**src/rtl/seq_control_unit_pkg.sv**
```systemverilog
// Shared opcode, ALU-select, control-bundle and state encodings for seq_control_unit.
package seq_control_unit_pkg;

  localparam int unsigned CntW = 3;

  // Opcodes; anything from 24 upwards is undefined.
  localparam int unsigned OP_NOP  = 0;
  localparam int unsigned OP_SETC = 1;
  localparam int unsigned OP_CLRC = 2;
  localparam int unsigned OP_NOT  = 3;
  localparam int unsigned OP_INC  = 4;
  localparam int unsigned OP_DEC  = 5;
  localparam int unsigned OP_MOV  = 6;
  localparam int unsigned OP_ADD  = 7;
  localparam int unsigned OP_SUB  = 8;
  localparam int unsigned OP_AND  = 9;
  localparam int unsigned OP_OR   = 10;
  localparam int unsigned OP_IN   = 11;
  localparam int unsigned OP_OUT  = 12;
  localparam int unsigned OP_PUSH = 13;
  localparam int unsigned OP_POP  = 14;
  localparam int unsigned OP_LDM  = 15;
  localparam int unsigned OP_LDD  = 16;
  localparam int unsigned OP_STD  = 17;
  localparam int unsigned OP_JZ   = 18;
  localparam int unsigned OP_JMP  = 19;
  localparam int unsigned OP_CALL = 20;
  localparam int unsigned OP_RET  = 21;
  localparam int unsigned OP_RTI  = 22;
  localparam int unsigned OP_INT  = 23;

  localparam int unsigned ALU_NOP = 0;
  localparam int unsigned ALU_ADD = 1;
  localparam int unsigned ALU_SUB = 2;
  localparam int unsigned ALU_AND = 3;
  localparam int unsigned ALU_OR  = 4;
  localparam int unsigned ALU_NOT = 5;
  localparam int unsigned ALU_INC = 6;
  localparam int unsigned ALU_DEC = 7;
  localparam int unsigned ALU_MOV = 8;

  // Bundle bit order: {IR,IW,MR,MW,MTR,ALU_src,RW,Branch,SetC,CLRC}
  localparam logic [9:0] CTRL_NOP       = 10'b0000000000;
  localparam logic [9:0] ALU_SIGNALS    = 10'b0000001000;
  localparam logic [9:0] BRANCH_SIGNALS = 10'b0000000100;
  localparam logic [9:0] CTRL_LDM_IMM   = 10'b0000011000;
  localparam logic [9:0] CTRL_INT       = 10'b0001000100;
  localparam logic [9:0] CTRL_PUSH      = 10'b0001000000;
  localparam logic [9:0] CTRL_SETC      = 10'b0000000010;
  localparam logic [9:0] CTRL_CLRC      = 10'b0000000001;
  localparam logic [9:0] CTRL_IN        = 10'b1000001000;
  localparam logic [9:0] CTRL_OUT       = 10'b0100000000;
  localparam logic [9:0] CTRL_POP       = 10'b0010101000;
  localparam logic [9:0] CTRL_LDD       = 10'b0010111000;
  localparam logic [9:0] CTRL_STD       = 10'b0001010000;
  localparam logic [9:0] CTRL_CALL      = 10'b0001000100;

  typedef enum logic [1:0] {
    CU_ST_DECODE  = 2'd0,
    CU_ST_LDM_IMM = 2'd1,
    CU_ST_FLUSH   = 2'd2,
    CU_ST_INT_SEQ = 2'd3
  } cu_state_e;

  typedef enum logic [2:0] {
    KindNormal = 3'd0,
    KindLdm    = 3'd1,
    KindRet    = 3'd2,
    KindRti    = 3'd3,
    KindInt    = 3'd4
  } cu_kind_e;

endpackage

```
**src/rtl/cu_decode_rom.sv**
```systemverilog
// Combinational opcode -> {control bundle, ALU select, illegal flag, sequencing kind}.
module cu_decode_rom
  import seq_control_unit_pkg::*;
#(
  parameter int unsigned OPCODE_W  = 5,
  parameter int unsigned ALU_SEL_W = 4
) (
  input  logic [OPCODE_W-1:0]  opcode_i,
  output logic [9:0]           ctrl_o,
  output logic [ALU_SEL_W-1:0] alu_sel_o,
  output logic                 illegal_o,
  output cu_kind_e             kind_o
);

  always_comb begin
    ctrl_o    = CTRL_NOP;
    alu_sel_o = ALU_SEL_W'(ALU_NOP);
    illegal_o = 1'b0;
    kind_o    = KindNormal;
    case (32'(opcode_i))
      OP_NOP:  ctrl_o = CTRL_NOP;
      OP_SETC: ctrl_o = CTRL_SETC;
      OP_CLRC: ctrl_o = CTRL_CLRC;
      OP_NOT:  begin ctrl_o = ALU_SIGNALS; alu_sel_o = ALU_SEL_W'(ALU_NOT); end
      OP_INC:  begin ctrl_o = ALU_SIGNALS; alu_sel_o = ALU_SEL_W'(ALU_INC); end
      OP_DEC:  begin ctrl_o = ALU_SIGNALS; alu_sel_o = ALU_SEL_W'(ALU_DEC); end
      OP_MOV:  begin ctrl_o = ALU_SIGNALS; alu_sel_o = ALU_SEL_W'(ALU_MOV); end
      OP_ADD:  begin ctrl_o = ALU_SIGNALS; alu_sel_o = ALU_SEL_W'(ALU_ADD); end
      OP_SUB:  begin ctrl_o = ALU_SIGNALS; alu_sel_o = ALU_SEL_W'(ALU_SUB); end
      OP_AND:  begin ctrl_o = ALU_SIGNALS; alu_sel_o = ALU_SEL_W'(ALU_AND); end
      OP_OR:   begin ctrl_o = ALU_SIGNALS; alu_sel_o = ALU_SEL_W'(ALU_OR);  end
      OP_IN:   begin ctrl_o = CTRL_IN;     alu_sel_o = ALU_SEL_W'(ALU_MOV); end
      OP_OUT:  ctrl_o = CTRL_OUT;
      OP_PUSH: ctrl_o = CTRL_PUSH;
      OP_POP:  ctrl_o = CTRL_POP;
      OP_LDM:  kind_o = KindLdm;
      OP_LDD:  begin ctrl_o = CTRL_LDD;    alu_sel_o = ALU_SEL_W'(ALU_ADD); end
      OP_STD:  begin ctrl_o = CTRL_STD;    alu_sel_o = ALU_SEL_W'(ALU_ADD); end
      OP_JZ:   ctrl_o = BRANCH_SIGNALS;
      OP_JMP:  ctrl_o = BRANCH_SIGNALS;
      OP_CALL: ctrl_o = CTRL_CALL;
      OP_RET:  begin ctrl_o = BRANCH_SIGNALS; kind_o = KindRet; end
      OP_RTI:  begin ctrl_o = BRANCH_SIGNALS; kind_o = KindRti; end
      OP_INT:  begin ctrl_o = CTRL_INT;       kind_o = KindInt; end
      default: illegal_o = 1'b1;
    endcase
  end

endmodule

```
**src/rtl/seq_control_unit.sv**
```systemverilog
// Registered decode/sequencing stage between IF/ID and ID/EX.
// Optional CU_PERF_CNT_EN adds saturating bubble and instruction counters.
module seq_control_unit
  import seq_control_unit_pkg::*;
#(
  parameter int unsigned OPCODE_W    = 5,
  parameter int unsigned ALU_SEL_W   = 4,
  parameter int unsigned RET_BUBBLES = 2,
  parameter int unsigned RTI_BUBBLES = 3,
  parameter int unsigned INT_CYCLES  = 2
) (
  input  logic                 clk,
  input  logic                 rst_n,
  input  logic                 instr_vld_i,
  input  logic [OPCODE_W-1:0]  opcode_i,
  input  logic                 stall_i,
  input  logic                 kill_i,
  output logic [9:0]           ctrl_o,
  output logic [ALU_SEL_W-1:0] alu_sel_o,
  output logic                 imm_o,
  output logic                 pc_hold_o,
  output logic                 ctrl_vld_o,
  output logic                 busy_o,
  output logic                 illegal_o
`ifdef CU_PERF_CNT_EN
  ,
  output logic [15:0]          bubble_cnt_o,
  output logic [15:0]          instr_cnt_o
`endif
);

  if (RET_BUBBLES < 1 || RET_BUBBLES > 7) begin : gen_bad_ret
    $error("RET_BUBBLES must be 1..7");
  end
  if (RTI_BUBBLES < 1 || RTI_BUBBLES > 7) begin : gen_bad_rti
    $error("RTI_BUBBLES must be 1..7");
  end
  if (INT_CYCLES < 1 || INT_CYCLES > 7) begin : gen_bad_int
    $error("INT_CYCLES must be 1..7");
  end
  if (OPCODE_W < 5 || ALU_SEL_W < 4) begin : gen_bad_width
    $error("OPCODE_W must be >= 5 and ALU_SEL_W >= 4");
  end

  logic [9:0]           rom_ctrl;
  logic [ALU_SEL_W-1:0] rom_alu_sel;
  logic                 rom_illegal;
  cu_kind_e             rom_kind;

  cu_decode_rom #(
    .OPCODE_W  (OPCODE_W),
    .ALU_SEL_W (ALU_SEL_W)
  ) u_rom (
    .opcode_i  (opcode_i),
    .ctrl_o    (rom_ctrl),
    .alu_sel_o (rom_alu_sel),
    .illegal_o (rom_illegal),
    .kind_o    (rom_kind)
  );

  cu_state_e            state_q, state_d;
  logic [CntW-1:0]      cnt_q, cnt_d;
  logic [9:0]           ctrl_q, ctrl_d;
  logic [ALU_SEL_W-1:0] alu_sel_q, alu_sel_d;
  logic                 imm_q, imm_d;
  logic                 pc_hold_q, pc_hold_d;
  logic                 vld_q, vld_d;
  logic                 illegal_q, illegal_d;

  always_comb begin
    state_d   = state_q;
    cnt_d     = cnt_q;
    ctrl_d    = CTRL_NOP;
    alu_sel_d = ALU_SEL_W'(ALU_NOP);
    imm_d     = 1'b0;
    pc_hold_d = 1'b0;
    vld_d     = 1'b0;
    illegal_d = 1'b0;
    if (kill_i) begin
      state_d = CU_ST_DECODE;
      cnt_d   = '0;
    end else begin
      case (state_q)
        CU_ST_DECODE: begin
          if (instr_vld_i && rom_illegal) begin
            illegal_d = 1'b1;
          end else if (instr_vld_i) begin
            ctrl_d    = rom_ctrl;
            alu_sel_d = rom_alu_sel;
            vld_d     = 1'b1;
            case (rom_kind)
              KindLdm: state_d = CU_ST_LDM_IMM;
              KindRet: begin cnt_d = CntW'(RET_BUBBLES); state_d = CU_ST_FLUSH; end
              KindRti: begin cnt_d = CntW'(RTI_BUBBLES); state_d = CU_ST_FLUSH; end
              KindInt: begin
                cnt_d   = CntW'(INT_CYCLES - 1);
                state_d = (INT_CYCLES > 1) ? CU_ST_INT_SEQ : CU_ST_DECODE;
              end
              default: state_d = CU_ST_DECODE;
            endcase
          end
        end
        CU_ST_LDM_IMM: begin
          ctrl_d    = CTRL_LDM_IMM;
          alu_sel_d = ALU_SEL_W'(ALU_MOV);
          imm_d     = 1'b1;
          vld_d     = 1'b1;
          state_d   = CU_ST_DECODE;
        end
        CU_ST_FLUSH: begin
          pc_hold_d = 1'b1;
          if (cnt_q != '0) cnt_d = cnt_q - CntW'(1);
          // Leave on the cycle the counter reaches zero so the bubble count is exact.
          if (cnt_q <= CntW'(1)) state_d = CU_ST_DECODE;
        end
        CU_ST_INT_SEQ: begin
          ctrl_d    = CTRL_PUSH;
          pc_hold_d = 1'b1;
          vld_d     = 1'b1;
          if (cnt_q != '0) cnt_d = cnt_q - CntW'(1);
          if (cnt_q <= CntW'(1)) state_d = CU_ST_DECODE;
        end
        default: state_d = CU_ST_DECODE;
      endcase
    end
  end

`ifdef CU_PERF_CNT_EN
  logic [15:0] bubble_cnt_q, instr_cnt_q;
`endif

  always_ff @(posedge clk or negedge rst_n) begin
    if (!rst_n) begin
      state_q   <= CU_ST_DECODE;
      cnt_q     <= '0;
      ctrl_q    <= CTRL_NOP;
      alu_sel_q <= ALU_SEL_W'(ALU_NOP);
      imm_q     <= 1'b0;
      pc_hold_q <= 1'b0;
      vld_q     <= 1'b0;
      illegal_q <= 1'b0;
`ifdef CU_PERF_CNT_EN
      bubble_cnt_q <= '0;
      instr_cnt_q  <= '0;
`endif
    end else if (!stall_i) begin
      state_q   <= state_d;
      cnt_q     <= cnt_d;
      ctrl_q    <= ctrl_d;
      alu_sel_q <= alu_sel_d;
      imm_q     <= imm_d;
      pc_hold_q <= pc_hold_d;
      vld_q     <= vld_d;
      illegal_q <= illegal_d;
`ifdef CU_PERF_CNT_EN
      if (pc_hold_d && bubble_cnt_q != 16'hFFFF) bubble_cnt_q <= bubble_cnt_q + 16'd1;
      if (vld_d && instr_cnt_q != 16'hFFFF) instr_cnt_q <= instr_cnt_q + 16'd1;
`endif
    end
  end

  assign ctrl_o     = ctrl_q;
  assign alu_sel_o  = alu_sel_q;
  assign imm_o      = imm_q;
  assign pc_hold_o  = pc_hold_q;
  assign ctrl_vld_o = vld_q;
  assign busy_o     = (state_q != CU_ST_DECODE);
  assign illegal_o  = illegal_q;
`ifdef CU_PERF_CNT_EN
  assign bubble_cnt_o = bubble_cnt_q;
  assign instr_cnt_o  = instr_cnt_q;
`endif

endmodule

```
**config.mk**
```make
export PLATFORM = sky130hd
export DESIGN_NAME = seq_control_unit
export DESIGN_NICKNAME = d
export VERILOG_FILES = /design/src/rtl/seq_control_unit_pkg.sv /design/src/rtl/cu_decode_rom.sv /design/src/rtl/seq_control_unit.sv
export SDC_FILE = /design/constraint.sdc
export NUM_CORES = 1
export LEC_CHECK = 0
export ABC_AREA = 0
export CAP_MARGIN = 15
export CELL_PAD_IN_SITES_DETAIL_PLACEMENT = 0
export CELL_PAD_IN_SITES_GLOBAL_PLACEMENT = 1
export CORE_MARGIN = 5
export CORE_UTILIZATION = 38
export DETAILED_ROUTE_END_ITERATION = 8
export PLACE_DENSITY_LB_ADDON = 0.12
export SLEW_MARGIN = 20
export SYNTH_ARGS = -nofsm -noshare
export SYNTH_HDL_FRONTEND = slang
export SYNTH_HIERARCHICAL = 1
export SYNTH_SLANG_ARGS = --single-unit
export TNS_END_PERCENT = 1
```
**constraint.sdc**
```tcl
create_clock -name clk -period 2.1 [get_ports clk]
set_clock_uncertainty 0.2 [all_clocks]
set_input_delay 0.63 -clock clk [delete_from_list [all_inputs] [get_ports clk]]
set_output_delay 0.63 -clock clk [all_outputs]
set_load 0.005 [all_outputs]
```
; Word level (Yosys, flattened, before mapping)
; Cells that the tools add are included.
[totals]
regBits = 23
in_bits = 10
out_inout_bits = 19
wordCells = 98
[classes]
n_addsub = 1
n_lt_le_gt_ge = 1
eq_ne = 35
muxes = 35
n_bitwise = 1
n_reduce_logical = 17
[op_table]
columns = operator, n
row1 = one-hot mux 10 bit (11 select lines), 1
row2 = "equality test 5 x 4 -> 1 bit, second input constant", 8
row3 = "equality test 5 bit, second input constant", 8
row4 = one-hot mux 4 bit (8 select lines), 1
row5 = two-way mux 10 bit, 3
row6 = one-hot mux 10 bit (3 select lines), 1
row7 = OR reduction 24 bit, 1
row8 = "equality test 5 x 3 -> 1 bit, second input constant", 4
row9 = two-way mux 3 bit, 4
row10 = two-way mux 4 bit, 3
row11 = one-hot mux 2 bit (3 select lines), 2
row12 = one-hot mux 3 bit (4 select lines), 1
row13 = two-way mux 1 bit, 11
row14 = "equality test 5 x 2 -> 1 bit, second input constant", 2
row15 = OR reduction 2 bit, 5
row16 = one-hot mux 3 bit (3 select lines), 1
row17 = two-way mux 2 bit, 4
row18 = one-hot mux 4 bit (2 select lines), 1
row19 = OR reduction 8 bit, 1
row20 = "equality test 3 x 2 -> 1 bit, second input constant", 2
row21 = "!= test 3 x 1 -> 1 bit, second input constant", 2
row22 = "!= test 3 bit, second input constant", 2
row23 = one-hot mux 3 bit (2 select lines), 1
row24 = AND reduction 6 bit, 1
row25 = 18 further kinds, 20

; Longest topological paths before layout
[logic_depth]
ltp_word = 9
mapped_depth = 8
depth_no_buf = 7

; By module
; Netlist, hierarchy kept.
[modules_own_cells]
columns = module, n_inst, cells_each, area_each_um2, seq_area_each_um2
row1 = seq_control_unit, 1, 106, 1132.3, 575.6
row2 = cu_decode_rom, 1, 51, 315.3, 0.0

; Worst setup path after synthesis
; No wires, ideal clock.
[synth_timing]
path_type = input to register
from = in opcode_i[1]
to = reg cnt_q[0]
setup_ns = 0.079
arrival_ns = 2.255
path_slack_ns = -0.435
path_stages = 8
n_path_buf = 2
path_cell_list = buf_2 > buf_2 > nand2_1 > nor3_1 > or3b_1 > a31oi_1 > o21a_2 > mux2i_1
[synth_between]
elab_chain_len = 8
elab_cells_between_ends = 39
classes_between = 28 x eq/ne / 7 x mux / 4 x reduce/logical
[synth_rtl]
columns = element, line_no
row1 = start: declaration, seq_control_unit.sv:15  ; input logic [OPCODE_W-1:0] opcode_i,
row2 = equality test 5 bit or equality test 5 x 4 -> 1 bit (tied branches), cu_decode_rom.sv:20  ; case (32'(opcode_i))
row3 = one-hot mux 3 bit (4 select lines) *, cu_decode_rom.sv:20
row4 = named net rom_kind[2], seq_control_unit.sv:48  ; cu_kind_e rom_kind;
row5 = equality test 3 bit or equality test 3 x 2 -> 1 bit (tied branches), seq_control_unit.sv:91  ; case (rom_kind)
row6 = one-hot mux 3 bit (3 select lines), seq_control_unit.sv:91
row7 = two-way mux 3 bit, seq_control_unit.sv:87  ; end else if (instr_vld_i) begin
row8 = two-way mux 3 bit, seq_control_unit.sv:85  ; if (instr_vld_i && rom_illegal) begin
row9 = one-hot mux 3 bit (2 select lines), seq_control_unit.sv:83  ; case (state_q)
row10 = two-way mux 3 bit, seq_control_unit.sv:79  ; if (kill_i) begin
row11 = end signal: assignment, seq_control_unit.sv:148  ; cnt_q <= cnt_d;
row12 = end: declaration, seq_control_unit.sv:62  ; logic [CntW-1:0] cnt_q, cnt_d;
; Mark *: on every way through the listed nets, which the timed path passes. The rest lies on a longest branch. The select of a mux whose other input is x is not followed.
; A chain may end at the register's enable or synchronous reset.

; Worst setup path in the final report
[layout_timing]
from = in opcode_i[0]
to = reg cnt_q[1]
; The elaborated chain is that of the path after synthesis.

==> metrics <==
status=completed; busiest grt layer=met2; Filler cells=340; fmax=485 MHz; synth warn=6; Slew headroom=80.3%; maximum clock insertion buffer count=2; Avg Inst Size Synth=9.22 sq um; drt wl/cell=14.1 microns; Final #Nets=219; Area after DPL=1940 sq um; synth unique cells=45; Area contributors post-synth=dfrtp_1 40%, a22o_1 6.1%, a21oi_1 3.8%; Worst Path Required=2090 ps; layout cells sized above 1=27.8%; Leak Pwr=0.911 nW; Synth Net Count=170; io pins=29; met1 Track Usage GR=20.4%; Seq/Total Area, Yosys=39.8%; global-route track usage on met2=23.8%; VDD IR max=0.300 mV; #FFs+latches synth=23; DRT iter0 DRCs=44; Die ar.=5140 sq um; Reg area=576 sq um; final setup vio count=0; Rows=22; clk root buf=clkbuf_8; CP startpoint kind=input pin; initial core utilization=39.2%; antenna viol nets, final=0; PortBufs=28; largest net degree at the start of global routing=24; commonest non-fill, non-tap cell in the layout=buf_4; diode count=0; dpl hpwl=2690 microns; met3 Use GR=0.982%; vias per cell=5.18; commonest cells after routing, fill and taps aside=30 x buf_4, 23 x dfrtp_1, 21 x clkdlybuf4s50_1; Final Cycle Share=98.3%; CTS Sinks=23; Skew-Pair Late Insertion Delay=260 ps; post-synth top area cell=dfrtp_1; global-route wire length before repair=6130 microns; pin slew with the least headroom to its limit=293 ps; Die Wd=71.7 microns; first-pass iteration count of the detailed router=4; unrepaired setup endpoints after global routing=true; DR vias=1310; total of max-cap violations=0; Fin. Hold Viols=0; Core Box Area=3690 sq um; GR Overflow Total=0; Post-Syn Instances=157; Arrival @ worst endpoint=2050 ps; Chip Height=71.7 microns; crit path max fanout=4; Power Density=582 nW/um^2; Final Instance Area=2070 sq um; Slew Viols, Final=0; worst hold path class=flip-flop to flip-flop; Num CTS Buffers=3; vias in the first global route=1349; min Tclk post-route=2060 ps; hold bufs inserted after CTS=0; Area Overhead vs Synth=43.0%; WS Path Type=input pin to flip-flop; GRT Util Overall=14.6%; CTS tree=done; Cell Area, Synth=1450 sq um; area of the multi-input gates=870 sq um; DRC viols=0; final wirelength=3560 microns; placer congestion estimate=0.837; CTS H-tree lvls=1; Worst-path clk slew=80 ps; initial antenna violation count=0; top-area cell type share of the netlist area=39.8%; CP Capture Type=flip-flop; Final Power=0.00120 W
## registers in the layout, indices dropped and copies added (netlist names)
| name | count |
|---|---|
| ctrl_o | 10 |
| alu_sel_o | 4 |
| cnt_q | 3 |
| state_q | 2 |
| ctrl_vld_o | 1 |
| illegal_o | 1 |
| imm_o | 1 |
| pc_hold_o | 1 |
## timing repair
item                       CTS  global route
setup endpoints to repair   21             3
gates resized for setup     24            14
setup buffers                1             2
pin swaps                    5             4
## cell families after synthesis
logic type	share of synthesized area (%)
compound gates	21.6
xor+xnor	1.82
fa+ha+maj	2.59
buf+inv	6.57
flops	39.8
mux	2.85
simple gates	24.8
## critical path, cell delays in order
cell and delay [ps]:
clkbuf_4 160, nor2b_2 180, nand2_2 80, a21oi_2 60
or3b_4 390, a31oi_4 170, o21a_2 190, mux2i_1 180
## cell usage after synthesis
cell type   n
o21a_2      1
a211oi_1    2
o21ai_0     6
nor4b_2     1
mux2_1      1
nor4_1      2
nand3_1     1
o21a_1      1
nor3_2      1
or3b_1      1
a31oi_1     4
buf_4       1
or4_1       1
a21oi_1    11
xnor2_1     3
nor3b_1     6
a21o_1      1
inv_1       4
inv_4       1
o21ai_1     1
nor2b_1     1
and2_0      1
and2b_1     1
a22o_1     10
or2_1       1
or3_4       1
nand2_1    12
mux2i_1     3
ha_1        3
and2_1      3
nand2b_1    6
dfrtp_1    23
a211o_1     2
nor3_1      5
nand3b_1    3
nor2_8      1
nor2_1      9
buf_2       8
buf_6       1
o32ai_1     1
o31ai_1     5
or3_1       1
o21bai_1    1
nand4b_1    1
clkbuf_1    4
## per-layer routing
metal	part of all wire, %	vias to the layer above
met1	50	613
li1	-	660
met2	45	31
met4	1.7	0
met5	0	-
met3	3.6	6
## power breakdown
group / switching [W] / internal [W]
sequential: 0.0000274 / 0.000485
combinational: 0.000219 / 0.000202
clock: 0.000138 / 0.000132
total: 0.000385 / 0.000819
## per-stage QoR
| step | TNS (ps) | hold slack (ps) | util (%) | std cells | setup WS, ps |
|---|---|---|---|---|---|
| final | 0 | 288 | 56.1 | 253 | 36.4 |
| after global routing | -19.6 | 324 | 56.1 | 253 | -14.9 |
| after CTS | -58.5 | 296 | 53.9 | 251 | -36.7 |
| after detailed placement | -12230 | 274 | 52.7 | 246 | -768 |
| after global placement | -11230 | 268 | 52.7 | 246 | -685 |
| after floorplan | -595 | 134 | - | 157 | -214 |
## area by class of cell
type | count | area share (%)
clock inverters | 1 | 0.242
flip-flops and latches | 23 | 27.8
multi-input cells | 115 | 42.0
clock buffers | 3 | 2.00
well taps | 48 | 2.90
repair buffers | 58 | 24.0
inverters | 5 | 1.03
## final timing paths
kind,from,endpoint,slack (ps),depth (start not counted)
min in group asynchronous,rst_n,illegal_o,530,2
max reg2reg,cnt_q[1],state_q[0],450,6
min,pc_hold_o,pc_hold_o,290,2
max,opcode_i[0],cnt_q[1],40,8
min reg2reg,pc_hold_o,pc_hold_o,290,2
max in group asynchronous,rst_n,ctrl_o[7],940,2
Note: power is estimated with default switching activity, not from simulation.
